<file path="src/rtl/wb_arbiter_if.sv">
// wb_arbiter_if: bundles the write-back arbiter's request and result signals.
//   ALU side    : alu_valid, alu_reg[3:0], alu_data[15:0] -> alu_stall
//   Load side   : ld_valid, ld_reg[3:0], ld_data[15:0]    -> ld_ready
//   Register file: WriteReg, DstReg[3:0], DstData[15:0]
//   Hazard mask : ld_pending[15:0]
// The slave modport is the arbiter's view; master is the surrounding pipeline's view.
interface wb_arbiter_if;
   logic        alu_valid;
   logic [3:0]  alu_reg;
   logic [15:0] alu_data;
   logic        alu_stall;
   logic        ld_valid;
   logic        ld_ready;
   logic [3:0]  ld_reg;
   logic [15:0] ld_data;
   logic        WriteReg;
   logic [3:0]  DstReg;
   logic [15:0] DstData;
   logic [15:0] ld_pending;

   modport slave (
      input  alu_valid, alu_reg, alu_data, ld_valid, ld_reg, ld_data,
      output alu_stall, ld_ready, WriteReg, DstReg, DstData, ld_pending
   );

   modport master (
      output alu_valid, alu_reg, alu_data, ld_valid, ld_reg, ld_data,
      input  alu_stall, ld_ready, WriteReg, DstReg, DstData, ld_pending
   );
endinterface

</file>
<file path="src/rtl/wb_arbiter.sv">
// wb_arbiter: arbitrates the single register-file write port between the ALU
// and a circular FIFO of returning loads. The ALU wins whenever it has a
// real request; loads drain when the ALU is idle. A starvation counter forces
// an ALU stall after STARVE_MAX consecutive ALU wins over a non-empty FIFO.
// Ports:
//   clk  - clock, rising edge
//   rst  - asynchronous active-high reset
//   bus  - wb_arbiter_if.slave (ALU request/stall, load request/ready,
//          registered write port WriteReg/DstReg/DstData, ld_pending mask)
module wb_arbiter #(
   parameter int unsigned FIFO_DEPTH = 4,
   parameter int unsigned STARVE_MAX = 3
) (
   input logic          clk,
   input logic          rst,
   wb_arbiter_if.slave  bus
);

   localparam int unsigned PtrW = $clog2(FIFO_DEPTH);
   localparam int unsigned CntW = PtrW + 1;
   localparam int unsigned StW  = $clog2(STARVE_MAX + 1);

   localparam logic [CntW-1:0] FullCnt   = CntW'(FIFO_DEPTH);
   localparam logic [StW-1:0]  StarveLim = StW'(STARVE_MAX);

   // Load FIFO storage; validity is tracked by the pointers and count alone
   logic [3:0]  fifo_reg  [FIFO_DEPTH];
   logic [15:0] fifo_data [FIFO_DEPTH];

   logic [PtrW-1:0] rd_ptr_q, rd_ptr_d;
   logic [PtrW-1:0] wr_ptr_q, wr_ptr_d;
   logic [CntW-1:0] count_q, count_d;
   logic [StW-1:0]  starve_q, starve_d;
   logic            alu_stall_q, alu_stall_d;
   logic            write_q, write_d;
   logic [3:0]      dst_reg_q, dst_reg_d;
   logic [15:0]     dst_data_q, dst_data_d;

   logic            full, empty, push, pop, alu_eff;
   logic [PtrW-1:0] idx;
   logic [15:0]     pending;

   always_comb begin
      full  = (count_q == FullCnt);
      empty = (count_q == '0);
      // Loads to r0 are accepted (ld_ready) but never enqueued
      push  = bus.ld_valid && !full && (bus.ld_reg != 4'd0);
      // alu_valid is ignored while stalled; r0 writes are not requests
      alu_eff = bus.alu_valid && !alu_stall_q && (bus.alu_reg != 4'd0);
      pop   = !alu_eff && !empty;

      wr_ptr_d = push ? wr_ptr_q + PtrW'(1) : wr_ptr_q;
      rd_ptr_d = pop  ? rd_ptr_q + PtrW'(1) : rd_ptr_q;

      count_d = count_q;
      unique case ({push, pop})
         2'b10:   count_d = count_q + CntW'(1);
         2'b01:   count_d = count_q - CntW'(1);
         default: count_d = count_q;
      endcase

      starve_d    = starve_q;
      alu_stall_d = alu_stall_q;
      if (pop) begin
         starve_d    = '0;
         alu_stall_d = 1'b0;
      end else if (alu_eff && !empty) begin
         if (starve_q != StarveLim) starve_d = starve_q + StW'(1);
         if (starve_d == StarveLim) alu_stall_d = 1'b1;
      end

      // Unselected edges clear the enable but hold index/data
      write_d    = 1'b0;
      dst_reg_d  = dst_reg_q;
      dst_data_d = dst_data_q;
      if (alu_eff) begin
         write_d    = 1'b1;
         dst_reg_d  = bus.alu_reg;
         dst_data_d = bus.alu_data;
      end else if (pop) begin
         write_d    = 1'b1;
         dst_reg_d  = fifo_reg[rd_ptr_q];
         dst_data_d = fifo_data[rd_ptr_q];
      end
   end

   always_ff @(posedge clk or posedge rst) begin
      if (rst) begin
         rd_ptr_q    <= '0;
         wr_ptr_q    <= '0;
         count_q     <= '0;
         starve_q    <= '0;
         alu_stall_q <= 1'b0;
         write_q     <= 1'b0;
         dst_reg_q   <= '0;
         dst_data_q  <= '0;
      end else begin
         rd_ptr_q    <= rd_ptr_d;
         wr_ptr_q    <= wr_ptr_d;
         count_q     <= count_d;
         starve_q    <= starve_d;
         alu_stall_q <= alu_stall_d;
         write_q     <= write_d;
         dst_reg_q   <= dst_reg_d;
         dst_data_q  <= dst_data_d;
      end
   end

   always_ff @(posedge clk) begin
      if (push) begin
         fifo_reg[wr_ptr_q]  <= bus.ld_reg;
         fifo_data[wr_ptr_q] <= bus.ld_data;
      end
   end

   // Mask of registers targeted by valid entries, walking from the head
   always_comb begin
      pending = '0;
      idx     = rd_ptr_q;
      for (int unsigned i = 0; i < FIFO_DEPTH; i++) begin
         idx = rd_ptr_q + PtrW'(i);
         if (CntW'(i) < count_q) pending[fifo_reg[idx]] = 1'b1;
      end
   end

   assign bus.ld_ready   = !full;
   assign bus.alu_stall  = alu_stall_q;
   assign bus.WriteReg   = write_q;
   assign bus.DstReg     = dst_reg_q;
   assign bus.DstData    = dst_data_q;
   assign bus.ld_pending = pending;

endmodule

</file>
<file path="src/flat_wrapper.sv">
// flat-port wrapper written by rule: the top's interface ports become plain ports
module wb_arbiter_flat 
#(
   parameter int unsigned FIFO_DEPTH = 4,
   parameter int unsigned STARVE_MAX = 3
)
  (clk, rst, bus_alu_valid, bus_alu_reg, bus_alu_data, bus_ld_valid, bus_ld_reg, bus_ld_data, bus_alu_stall, bus_ld_ready, bus_WriteReg, bus_DstReg, bus_DstData, bus_ld_pending);
  wb_arbiter_if bus_i ();
  input logic clk;
  input logic rst;
  input wire logic [$bits(bus_i.alu_valid)-1:0] bus_alu_valid;
  input wire logic [$bits(bus_i.alu_reg)-1:0] bus_alu_reg;
  input wire logic [$bits(bus_i.alu_data)-1:0] bus_alu_data;
  input wire logic [$bits(bus_i.ld_valid)-1:0] bus_ld_valid;
  input wire logic [$bits(bus_i.ld_reg)-1:0] bus_ld_reg;
  input wire logic [$bits(bus_i.ld_data)-1:0] bus_ld_data;
  output wire logic [$bits(bus_i.alu_stall)-1:0] bus_alu_stall;
  output wire logic [$bits(bus_i.ld_ready)-1:0] bus_ld_ready;
  output wire logic [$bits(bus_i.WriteReg)-1:0] bus_WriteReg;
  output wire logic [$bits(bus_i.DstReg)-1:0] bus_DstReg;
  output wire logic [$bits(bus_i.DstData)-1:0] bus_DstData;
  output wire logic [$bits(bus_i.ld_pending)-1:0] bus_ld_pending;
  assign bus_i.alu_valid = bus_alu_valid;
  assign bus_i.alu_reg = bus_alu_reg;
  assign bus_i.alu_data = bus_alu_data;
  assign bus_i.ld_valid = bus_ld_valid;
  assign bus_i.ld_reg = bus_ld_reg;
  assign bus_i.ld_data = bus_ld_data;
  assign bus_alu_stall = bus_i.alu_stall;
  assign bus_ld_ready = bus_i.ld_ready;
  assign bus_WriteReg = bus_i.WriteReg;
  assign bus_DstReg = bus_i.DstReg;
  assign bus_DstData = bus_i.DstData;
  assign bus_ld_pending = bus_i.ld_pending;
  wb_arbiter #(.FIFO_DEPTH(FIFO_DEPTH), .STARVE_MAX(STARVE_MAX)) u_core (.clk(clk), .rst(rst), .bus(bus_i));
endmodule
</file>
<file path="config.mk">
export PLATFORM = sky130hd
export DESIGN_NAME = wb_arbiter_flat
export DESIGN_NICKNAME = d
export VERILOG_FILES = /design/src/rtl/wb_arbiter_if.sv /design/src/rtl/wb_arbiter.sv /design/src/flat_wrapper.sv
export SDC_FILE = /design/constraint.sdc
export NUM_CORES = 1
export LEC_CHECK = 0
export ABC_CLOCK_PERIOD_IN_PS = 5130
export BUFFER_PORTS_ARGS = -buffer_cell sky130_fd_sc_hd__buf_2
export CORE_UTILIZATION = 61
export DETAILED_ROUTE_END_ITERATION = 6
export PLACE_DENSITY = 0.85
export SETUP_SLACK_MARGIN = 0.3
export SLEW_MARGIN = 15
export SYNTH_ARGS = -nofsm -noshare
export SYNTH_HDL_FRONTEND = slang
export SYNTH_SLANG_ARGS = --single-unit
</file>
<file path="constraint.sdc">
create_clock -name clk -period 5.13 [get_ports clk]
set_input_delay 0.2565 -clock clk [delete_from_list [all_inputs] [get_ports clk]]
set_output_delay 0.2565 -clock clk [all_outputs]
set_load 0.1 [all_outputs]
</file>
# Word-level counts from Yosys, hierarchy flattened
# Memories as Yosys holds them, arrays and structs flattened.
# Cells that the tools add are included.
[totals] ramBits=80 mem_count=2 word_cells=88 output_inout_bits=39 inputBits=44 reg_bits=31
[mem_list] memory="u_core.fifo_data" depth=4 width=16 rd=1 rd_clocked_by_memory_dff=0 wr=1 line="wb_arbiter.sv:28" text="logic [15:0] fifo_data [FIFO_DEPTH];"
[mem_list] memory="u_core.fifo_reg" depth=4 width=4 rd=4 rd_clocked_by_memory_dff=0 wr=1 line="wb_arbiter.sv:27" text="logic [3:0] fifo_reg [FIFO_DEPTH];"
[op_classes] n_lt_le_gt_ge=12 addsub=7 n_bitwise=3 mux=29 n_reduce_logical=22 n_eq_ne=5
[ops] operator="two-way mux 16 bit" count=6
[ops] operator="OR 16 bit" count=3
[ops] operator="< comparator 4 x 5 -> 1 bit (second input constant)" count=4
[ops] operator="demux 1 bit (select 4 bit)" count=4
[ops] operator=">= comparator 4 x 1 -> 1 bit (second input constant)" count=4
[ops] operator="two-way mux 1 bit" count=11
[ops] operator="logical AND 1 bit" count=10
[ops] operator="two-way mux 2 bit" count=5
[ops] operator="two-way mux 4 bit" count=2
[ops] operator="nonzero test 2 bit" count=4
[ops] operator="nonzero test 4 bit" count=2
[ops] operator="adder 2 x 1 -> 2 bit (second input constant)" count=3
[ops] operator="< comparator 1 x 3 -> 1 bit (first input constant)" count=2
[ops] operator="< comparator 2 x 3 -> 1 bit (first input constant)" count=2
[ops] operator="case mux 3 bit (2 select lines)" count=1
[ops] operator="adder 2 bit (second input constant)" count=2
[ops] operator="equality test 2 bit (second input constant)" count=2
[ops] operator="logical NOT 1 bit" count=4
[ops] operator="adder 3 x 1 -> 3 bit (second input constant)" count=1
[ops] operator="equality test 3 bit (second input constant)" count=1
[ops] operator="logical NOT 3 bit" count=1
[ops] operator="subtractor 3 x 1 -> 3 bit (second input constant)" count=1
[ops] operator="equality test 2 x 1 -> 1 bit (second input constant)" count=1
[ops] operator="inequality test 2 bit (second input constant)" count=1
[ops] operator="AND reduction 2 bit" count=1

# Longest topological paths before layout
# Gate-level depths: netlist of the first run.
# An unclocked memory read counts as a cell.
[logic_depth] depth_word=12 ltp_mapped=10

# Worst setup path after synthesis of the first run
# OpenSTA, ideal clock, no wires.
[synth_timing] path_type="reg-to-output" startpoint="reg u_core.rd_ptr_q[0]" endpoint="out bus_ld_pending[6]" slack_ps=1942 arrival_time_ps=2931 stages_incl_launch_ff=7 required_ps=4873 cell_sequence="dfrtp_1 buf_4 buf_6 buf_2 mux2i_1 nand3_1 o221ai_1"
[synth_via] elab_chain_cells=12 elab_cells_between_ends=31
[synth_rtl] item="from (decl)" line="wb_arbiter.sv:30" text="logic [PtrW-1:0] rd_ptr_q, rd_ptr_d;"
[synth_rtl] item="from (signal assigned)" line="wb_arbiter.sv:98" text="rd_ptr_q <= rd_ptr_d;"
[synth_rtl] item="adder 2 x 1 -> 2 bit / memory read (4 x 4 bit) (equally long branches)"
[synth_rtl] item="memory read (4 x 4 bit) (*)"
[synth_rtl] item="< comparator 4 x 5 -> 1 bit (not written as such), or another cell as far along" line="wb_arbiter.sv:122" text="if (CntW'(i) < count_q) pending[fifo_reg[idx]] = 1'b1;"
[synth_rtl] item="logical AND 1 bit (not written as such) / two-way mux 1 bit (equally long branches)" line="wb_arbiter.sv:122"
[synth_rtl] item="two-way mux 1 bit (not written as such) / demux 1 bit (select 4 bit) (equally long branches)"
[synth_rtl] item="demux 1 bit (select 4 bit) / two-way mux 16 bit (equally long branches)"
[synth_rtl] item="OR 16 bit (no source line)"
[synth_rtl] item="two-way mux 16 bit" line="wb_arbiter.sv:122"
[synth_rtl] item="OR 16 bit (no source line)"
[synth_rtl] item="two-way mux 16 bit" line="wb_arbiter.sv:122"
[synth_rtl] item="OR 16 bit (no source line)"
[synth_rtl] item="two-way mux 16 bit (*)" line="wb_arbiter.sv:122"
[synth_rtl] item="to (decl)" line="flat_wrapper.sv:22" text="output wire logic [$bits(bus_i.ld_pending)-1:0] bus_ld_pending;"
# Every way passes the cells marked *; elsewhere a longest branch is shown, timed or not.

# Final worst setup path of the first run
[layout_timing] startpoint="reg u_core.rd_ptr_q[1]" endpoint="out bus_ld_pending[0]"
# Same word-level chain as after synthesis.

==> metrics.md, run 1 <==
| Metric | Value |
|---|---|
| Seq cells post-synth | `111` |
| Detail Placement HPWL | `8390 um` |
| Post-route DRC | `0` |
| WP data arrival | `3.22 ns` |
| Mapped Cells | `393` |
| Share of cells above drive strength 1 | `0.311` |
| Area Overhead vs Synth | `12.7%` |
| Final setup TNS | `0 ns` |
| Crit share post-route | `0.678` |
| Number of synthesized flops with an enable pin | `80` |
| First-pass GRT wire length | `18700 um` |
| CP Max Fanout | `37` |
| DR WL/cell | `19.7 um` |
| Root buf cell | `clkbuf_8` |
| Clock sinks | `111` |
| Post-synthesis async set-or-reset flop share | `0.279` |
| CTS tree | `built` |
| Worst clock skew | `0.0131 ns` |
| Post-Synthesis Cell Area | `5470 um^2` |
| Critical Path End Type | `output pin` |
| CP Launch Type | `flip-flop` |
| Max Freq | `0.288 GHz` |
| Final WL | `11600 um` |
| Setup violators final | `0` |
| Max-Cap Viols | `0` |
| Placement Rows | `34` |
| Core box area | `8720 um^2` |
| Initial Util | `0.628` |
| Layout Cells excl Fill | `587` |
| Slew @ Worst Pin | `1.05 ns` |
| Die ar. | `9360 um^2` |
| Reg clk slew, reported paths | `0.12 ns` |
| GRT overflow | `0` |
| Final Hold Fails | `0` |
| Status | `complete, no violations` |
| TritonCTS Buffers | `9` |
| Syn nets | `446` |
| Hold WC Path Type | `input pin to flip-flop` |
| Port bufs | `82` |
| Share of the synthesized area in the top cell type | `0.439` |
| Minimum clock period after layout | `3.48 ns` |
| Synth unique cells | `48` |
| Rel. slew slack | `0.298` |
| DIE WIDTH | `96.7 um` |
| Final GP Congestion | `0.922` |
| Unrepaired setup endpoints after global routing | `no` |
| Mapped Avg Cell Area | `13.9 um^2` |
| GRT Overall Usage | `0.261` |
| Kind of critical path | `flip-flop to output pin` |
| Clock Tree Buf Depth | `2` |
| Largest register FFs | `64` |
| Fin. max-slew vios | `0` |
| DR pass1 iterations | `4` |
| Post-CTS Resized | `0` |
| Pin count of the biggest net entering global routing | `40` |
| Worst skew pair latency | `0.38 ns` |
| H-Tree Depth | `3` |
| Setup bufs post-CTS | `0` |
| I/O Pins | `83` |
| Initial antenna violation count | `0` |
| Fillers | `584` |
| N_diodes | `0` |
| WP data required | `4.87 ns` |
| # nets final | `527` |
| Die height | `96.7 um` |
| Top area cells in the synthesized netlist | `edfxtp_1, dfrtp_1, mux4_2` |
| DR vias | `3562` |
| Iter 0 DRT Violations | `213` |
| Placed insts | `570` |
| Synth warnings | `0` |
| Main synth FF type | `edfxtp_1` |
| Post-route ant nets | `0` |
| Biggest area consumer among synthesized cells | `edfxtp_1` |
| Vias in the first global route | `3667` |
| Sequential fraction of the synthesis area | `0.581` |
| Via density | `6.07` |
==> cell usage after synthesis, drive strengths merged, types with 2 or more instances <==
| master | n |
|---|---|
| a211o | 2 |
| a21oi | 4 |
| a221o | 7 |
| a32oi | 4 |
| and2 | 5 |
| buf | 12 |
| clkbuf | 5 |
| dfrtp | 31 |
| edfxtp | 80 |
| ha | 9 |
| inv | 10 |
| mux2 | 16 |
| mux2i | 32 |
| mux4 | 21 |
| nand2 | 40 |
| nand2b | 7 |
| nand3 | 4 |
| nor2 | 26 |
| nor2b | 5 |
| nor3 | 7 |
| nor3b | 2 |
| o21ai | 25 |
| o221ai | 2 |
| o22a | 2 |
| o22ai | 14 |
| or3 | 6 |
| xnor2 | 4 |
| xor2 | 2 |
==> final cells by class <==
| type | count | area (um^2) | area share |
|---|---|---|---|
| Sequential cell | 111 | 3180 | 0.516 |
| Multi-Input combinational cell | 255 | 2130 | 0.345 |
| Timing Repair Buffer | 87 | 450 | 0.0730 |
| Tap cell | 108 | 135 | 0.0219 |
| Clock buffer | 9 | 124 | 0.0201 |
| Clock inverter | 7 | 110 | 0.0179 |
| Inverter | 10 | 37.5 | 0.00609 |
==> placed cells by master, fill, tap and decap left out, types with 4 or more instances in the layout <==
master / instances
mux2_2: 14
nand2b_1: 7
or3_1: 5
a221o_1: 7
a21oi_1: 4
buf_4: 4
and2_1: 5
nand2_1: 40
xnor2_1: 4
o21ai_1: 9
nor2_1: 26
o21ai_0: 16
buf_2: 82
mux2i_1: 29
nor2b_1: 5
nor3_1: 7
ha_1: 9
mux4_2: 21
dfrtp_1: 29
o22ai_1: 14
edfxtp_1: 80
clkbuf_8: 9
nand3_1: 4
inv_1: 10
==> per-layer routing <==
metal,share of wire,GRT usage,up-vias,routed length (um)
met3,0.047,0.0506,27,544
met1,0.42,0.324,1729,4800
met4,0.031,0.106,0,359
li1,-,-,1673,-
met2,0.51,0.450,133,5860
met5,0,0,-,0
==> through the flow <==
| stage | utilization | hold slack [ns] | instance area [um^2] | setup WS (ns) |
|---|---|---|---|---|
| after floorplan | - | 0.355 | 5470 | 1.94 |
| after global placement | 0.679 | 0.360 | 5920 | 2.13 |
| after detailed placement | 0.679 | 0.380 | 5920 | 2.10 |
| after CTS | 0.707 | 0.0617 | 6170 | 1.64 |
| after global routing | 0.707 | 0.0628 | 6170 | 1.50 |
| final | 0.707 | 0.0794 | 6170 | 1.65 |
==> timing repair <==
action | in CTS | in global routing
setup endpoints to repair | 0 | 0
hold buffers | 1 | 0
endpoints found under the hold margin | 31 | 0
==> cell families (layout without fill, tap and decap cells) <==
| group | count (synthesis) | in the layout | share of synthesized area |
|---|---|---|---|
| flip-flops | 111 | 111 | 0.581 |
| AO/OA/AOI/OAI | 64 | 64 | 0.0832 |
| AND/OR/NAND/NOR | 107 | 107 | 0.0928 |
| multiplexers | 69 | 69 | 0.183 |
| XOR/XNOR | 6 | 6 | 0.00960 |
| adder cells (fa/ha/maj) | 9 | 9 | 0.0206 |
| buffers and inverters | 27 | 113 | 0.0304 |
==> critical path, cell delays in order (launching register included) <==
cell and delay, ns:
dfrtp_2 0.99, mux2i_1 0.49, nor4bb_1 0.52, a31oi_4 0.09
o22ai_1 0.19, or3_1 0.11, buf_2 0.42
==> worst paths after layout <==
check                                           from                      end  slack (ns)  cells after the start
worst max-delay path              u_core.rd_ptr_q[1]        bus_ld_pending[0]        1.65                      6
worst min-delay path                 bus_alu_data[1]    u_core.bus.DstData[1]        0.08                      3
worst max register to register     u_core.count_q[0]  u_core.fifo_data[2][12]        2.40                      6
worst min register to register  u_core.bus.alu_stall     u_core.bus.alu_stall        0.54                      2
max in group asynchronous                        rst       u_core.rd_ptr_q[1]        4.31                      4
min in group asynchronous                        rst     u_core.bus.DstReg[0]        0.50                      4
Power of run 1 is not shown: default switching activity piles up to over one toggle a cycle in this logic, so the estimate is an artifact.
==> run 2: changes to the inputs <==
--- a/config.mk
+++ b/config.mk
@@ -5,11 +5,11 @@
 export SDC_FILE = /design/constraint.sdc
 export NUM_CORES = 1
 export LEC_CHECK = 0
-export ABC_CLOCK_PERIOD_IN_PS = 5130
+export ABC_CLOCK_PERIOD_IN_PS = 3400
 export BUFFER_PORTS_ARGS = -buffer_cell sky130_fd_sc_hd__buf_2
-export CORE_UTILIZATION = 61
+export CORE_UTILIZATION = 57
 export DETAILED_ROUTE_END_ITERATION = 6
-export PLACE_DENSITY = 0.85
+export PLACE_DENSITY = 0.8
 export SETUP_SLACK_MARGIN = 0.3
 export SLEW_MARGIN = 15
 export SYNTH_ARGS = -nofsm -noshare
==> constraint.sdc (replaced) <==
create_clock -name clk -period 3.4 [get_ports clk]
set_input_delay 0.17 -clock clk [delete_from_list [all_inputs] [get_ports clk]]
set_output_delay 0.17 -clock clk [all_outputs]
set_load 0.1 [all_outputs]
==> metrics.md, run 2 (synthesis gave the netlist of run 1 again) <==
| Metric | Value |
|---|---|
| Buf+Inv Stages, Crit Path | `1` |
| Final setup TNS | `0 ns` |
| GRT overflow | `0` |
| WP data required | `3.23 ns` |
| R2R depth | `7` |
| Grt peak-use layer | `met2` |
| Pin count of the biggest net entering global routing | `39` |
| First-pass GRT wire length | `19000 um` |
| CP Cell Sequence | `mux2_2 -> mux2i_1 -> nand3_1 -> nor3_1 -> or3_1 -> buf_2` |
| Post-route DRC | `0` |
| CTS tree | `built` |
| Clock Tree Buf Depth | `2` |
| Share of cells above drive strength 1 | `0.311` |
| WP data arrival | `2.82 ns` |
| Vias in the first global route | `3663` |
| Unrepaired setup endpoints after global routing | `no` |
| Most frequent cells in the layout | `buf_2, edfxtp_1, nand2_1, mux2i_1, dfrtp_1` |
| Worst skew pair latency | `0.37 ns` |
| Setup violators final | `0` |
| CP Max Fanout | `20` |
| Clock sinks | `111` |
| Reg clk slew, reported paths | `0.11 ns` |
| I/O Pins | `83` |
| Initial antenna violation count | `0` |
| DR vias | `3626` |
| Fillers | `690` |
| # nets final | `546` |
| Rel. slew slack | `0.682` |
| Initial Util | `0.590` |
| Largest register FFs | `64` |
| Fin. max-slew vios | `0` |
| Critical Path End Type | `output pin` |
| GRT Overall Usage | `0.255` |
| Kind of critical path | `flip-flop to output pin` |
| Hold WC Path Type | `input pin to flip-flop` |
| Grt met3 use | `0.0474` |
| Worst Hold Depth | `3` |
| Minimum clock period after layout | `2.99 ns` |
| Grt met2 use | `0.421` |
| Max Freq | `0.334 GHz` |
| Final Hold Fails | `0` |
| Port bufs | `82` |
| Via density | `5.78` |
| DIE WIDTH | `100 um` |
| Detail Placement HPWL | `8700 um` |
| Slew @ Worst Pin | `0.471 ns` |
| Final GP Congestion | `0.973` |
| DR WL/cell | `19.0 um` |
| CP max stage delay | `0.63 ns` |
| Met1 usage | `0.328` |
| Iter 0 DRT Violations | `237` |
| Area Overhead vs Synth | `15.4%` |
| Die ar. | `10000 um^2` |
| Placement Rows | `35` |
| Die height | `100 um` |
| Core box area | `9280 um^2` |
| Worst clock skew | `0.0179 ns` |
| Post-route ant nets | `0` |
| TritonCTS Buffers | `9` |
| Root buf cell | `clkbuf_8` |
| Crit. path cell count | `6` |
| Top delay family on crit path | `multiplexers` |
| N_diodes | `0` |
| CP Launch Type | `flip-flop` |
| Status | `complete, no violations` |
| H-Tree Depth | `3` |
| Crit share post-route | `0.880` |
| Max-Cap Viols | `0` |
| Critical path's slowest cell | `dfrtp_4` |
| DR pass1 iterations | `5` |
| Final WL | `11900 um` |
## run 2: final timing paths
kind | from | endpoint | slack (ns)
max reg2reg | u_core.count_q[0] | u_core.fifo_reg[3][1] | 0.83
max in group asynchronous | rst | u_core.rd_ptr_q[1] | 2.62
min in group asynchronous | rst | u_core.bus.DstReg[0] | 0.44
max | u_core.rd_ptr_q[1] | bus_ld_pending[5] | 0.41
min | bus_alu_data[12] | u_core.bus.DstData[12] | 0.01
min reg2reg | u_core.starve_q[1] | u_core.starve_q[1] | 0.56
## run 2: metrics by stage
step                      hold slack, ns  cell area, um^2  instances   util  worst slack (ns)
final                             0.0105             6310        627  0.680             0.407
after detailed placement           0.293             6000        598  0.646             0.793
after floorplan                    0.269             5470        393      -             0.299
after global routing             0.00320             6310        627  0.680             0.311
after CTS                        0.00137             6290        626  0.678             0.360
after global placement             0.278             6000        598  0.646             0.744
## run 2: routing by layer
metal	share of wire	vias up
met5	0	-
met4	0.031	0
met3	0.043	29
met2	0.50	128
met1	0.43	1768
li1	-	1701
## run 2: area by class of cell
| cell class | instances | area [um^2] | share of cell area |
|---|---|---|---|
| flip-flops and latches | 111 | 3190 | 0.504 |
| multi-input cells | 255 | 2130 | 0.337 |
| repair buffers | 106 | 628 | 0.0995 |
| well taps | 129 | 161 | 0.0256 |
| clock buffers | 10 | 128 | 0.0202 |
| clock inverters | 6 | 45.0 | 0.00713 |
| inverters | 10 | 37.5 | 0.00594 |
## run 2: worst min-delay path, stage by stage
cell     delay (ns)
buf_2          0.07
nand2_1        0.04
o21ai_0        0.06
## run 2: repair_timing
item	4_1_cts	5_1_grt
setup endpoints to repair	0	8
endpoints found under the hold margin	49	4
setup buffers	0	0
resized for setup	0	4
hold buffers	12	1
Power of run 2 is left out for the same reason.
==> run 3: changes to the inputs <==
--- a/config.mk
+++ b/config.mk
@@ -7,6 +7,7 @@
 export LEC_CHECK = 0
 export ABC_CLOCK_PERIOD_IN_PS = 3400
 export BUFFER_PORTS_ARGS = -buffer_cell sky130_fd_sc_hd__buf_2
+export CORE_MARGIN = 2
 export CORE_UTILIZATION = 57
 export DETAILED_ROUTE_END_ITERATION = 6
 export PLACE_DENSITY = 0.8
==> metrics.md, run 3 (synthesis gave the netlist of run 1 again) <==
| Metric | Value |
|---|---|
| Detail Placement HPWL | `8790 um` |
| Setup violators final | `0` |
| CP Cell Sequence | `mux4_2 -> nor2b_1 -> nand2_1 -> o22ai_1 -> a221o_1 -> buf_2` |
| Max Freq | `0.340 GHz` |
| Worst Hold Depth | `3` |
| Worst R2R Start | `u_core.count_q[0]` |
| Status | `complete, no violations` |
| Core box area | `9280 um^2` |
| Crit path launch | `u_core.rd_ptr_q[1]` |
| Initial antenna violation count | `0` |
| TritonCTS Buffers | `9` |
| Initial Util | `0.590` |
| Worst skew pair latency | `0.37 ns` |
| Final setup TNS | `0 ns` |
| Largest register FFs | `64` |
| Clock Tree Buf Depth | `2` |
| Crit share post-route | `0.866` |
| CP Launch Type | `flip-flop` |
| Post-route DRC | `0` |
| Post-route ant nets | `0` |
| Max-Cap Viols | `0` |
| Pin count of the biggest net entering global routing | `39` |
| Share of cells above drive strength 1 | `0.304` |
| # nets final | `548` |
| CTS tree | `built` |
| Placed Area | `5990 um^2` |
| Die ar. | `10400 um^2` |
| Placement Rows | `35` |
| CP max stage delay | `0.67 ns` |
| CP Max Fanout | `23` |
| R2R depth | `7` |
| Die height | `102 um` |
| Final WL | `12600 um` |
| GRT Overall Usage | `0.259` |
| DR vias | `3700` |
| H-Tree Depth | `3` |
| DR pass1 iterations | `5` |
| Final GP Congestion | `0.915` |
| Via density | `5.88` |
| Slew @ Worst Pin | `0.534 ns` |
| Root buf cell | `clkbuf_8` |
| Iter 0 DRT Violations | `260` |
| Minimum clock period after layout | `2.95 ns` |
| R2R Path End | `u_core.fifo_data[0][5]` |
| WP data required | `3.23 ns` |
| Final instance area | `6340 um^2` |
| Critical Path End Type | `output pin` |
| Kind of critical path | `flip-flop to output pin` |
| I/O Pins | `83` |
| Area Overhead vs Synth | `15.9%` |
| Worst clock skew | `0.0162 ns` |
| Top delay family on crit path | `flip-flops` |
| Port bufs | `82` |
| Critical path's slowest cell | `dfrtp_4` |
| Final Hold Fails | `0` |
| WHS Endpoint | `u_core.bus.DstData[9]` |
| GRT overflow | `0` |
| Hold WC Path Type | `input pin to flip-flop` |
| Vias in the first global route | `3816` |
| R2R Setup Slk | `0.90 ns` |
| N_diodes | `0` |
| Hold Crit Start | `bus_alu_data[9]` |
| Setup bufs post-CTS | `0` |
| Most frequent cells in the layout | `buf_2, edfxtp_1, nand2_1, mux2i_1, dfrtp_1` |
| Unrepaired setup endpoints after global routing | `yes` |
| WP data arrival | `2.78 ns` |
| Buf+Inv Stages, Crit Path | `1` |
| First-pass GRT wire length | `19800 um` |
| Clock sinks | `111` |
| Fin. max-slew vios | `0` |
| Rel. slew slack | `0.644` |
| DR WL/cell | `20.0 um` |
| Reg clk slew, reported paths | `0.11 ns` |
| DIE WIDTH | `102 um` |
| Fillers | `662` |
[run 3: worst max-delay path by stage]
stage | to | slack [ns] | cells past startpoint
after floorplan | bus_ld_pending[6] | 0.30 | 6
after global placement | bus_ld_pending[11] | 0.76 | 5
after detailed placement | bus_ld_pending[11] | 0.74 | 5
after CTS | bus_ld_pending[11] | 0.33 | 5
after global routing | bus_ld_pending[3] | 0.29 | 6
final | bus_ld_pending[12] | 0.45 | 6
[run 3: cell type report]
| class | instances | area (um^2) | share of cell area |
|---|---|---|---|
| Clock buffer | 11 | 131 | 0.0207 |
| Inverter | 10 | 37.5 | 0.00592 |
| Tap cell | 129 | 161 | 0.0254 |
| Sequential cell | 111 | 3190 | 0.502 |
| Timing Repair Buffer | 108 | 653 | 0.103 |
| Multi-Input combinational cell | 255 | 2130 | 0.336 |
| Clock inverter | 5 | 43.8 | 0.00690 |
[run 3: metrics by stage]
| stage | hold WS [ns] | utilization | setup slack (ns) | instances |
|---|---|---|---|---|
| finish | 0.0152 | 0.683 | 0.455 | 629 |
| global route | 0.000885 | 0.683 | 0.285 | 629 |
| CTS | 0.00149 | 0.680 | 0.329 | 627 |
| detailed placement | 0.296 | 0.645 | 0.737 | 596 |
| global placement | 0.285 | 0.645 | 0.764 | 596 |
| floorplan | 0.269 | - | 0.299 | 393 |
[run 3: timing repair]
action | 4_1_cts | 5_1_grt
endpoints found under the hold margin | 55 | 7
endpoints found under the setup margin | 0 | 15
gates resized for setup | 0 | 4
hold buffers | 15 | 2
[run 3: tightest hold or removal path, delay by kind of cell]
family / cells / cell delay, ns
simple gates: 1 / 0.03
buf+inv: 1 / 0.07
compound gates: 1 / 0.06
[run 3: layer usage]
layer	global-route usage	vias to the layer above	wire (um)
li1	-	1707	-
met1	0.328	1812	5150
met2	0.453	159	6380
met3	0.0492	22	749
met4	0.0851	0	287
met5	0	-	0
Power of run 3 is left out for the same reason.
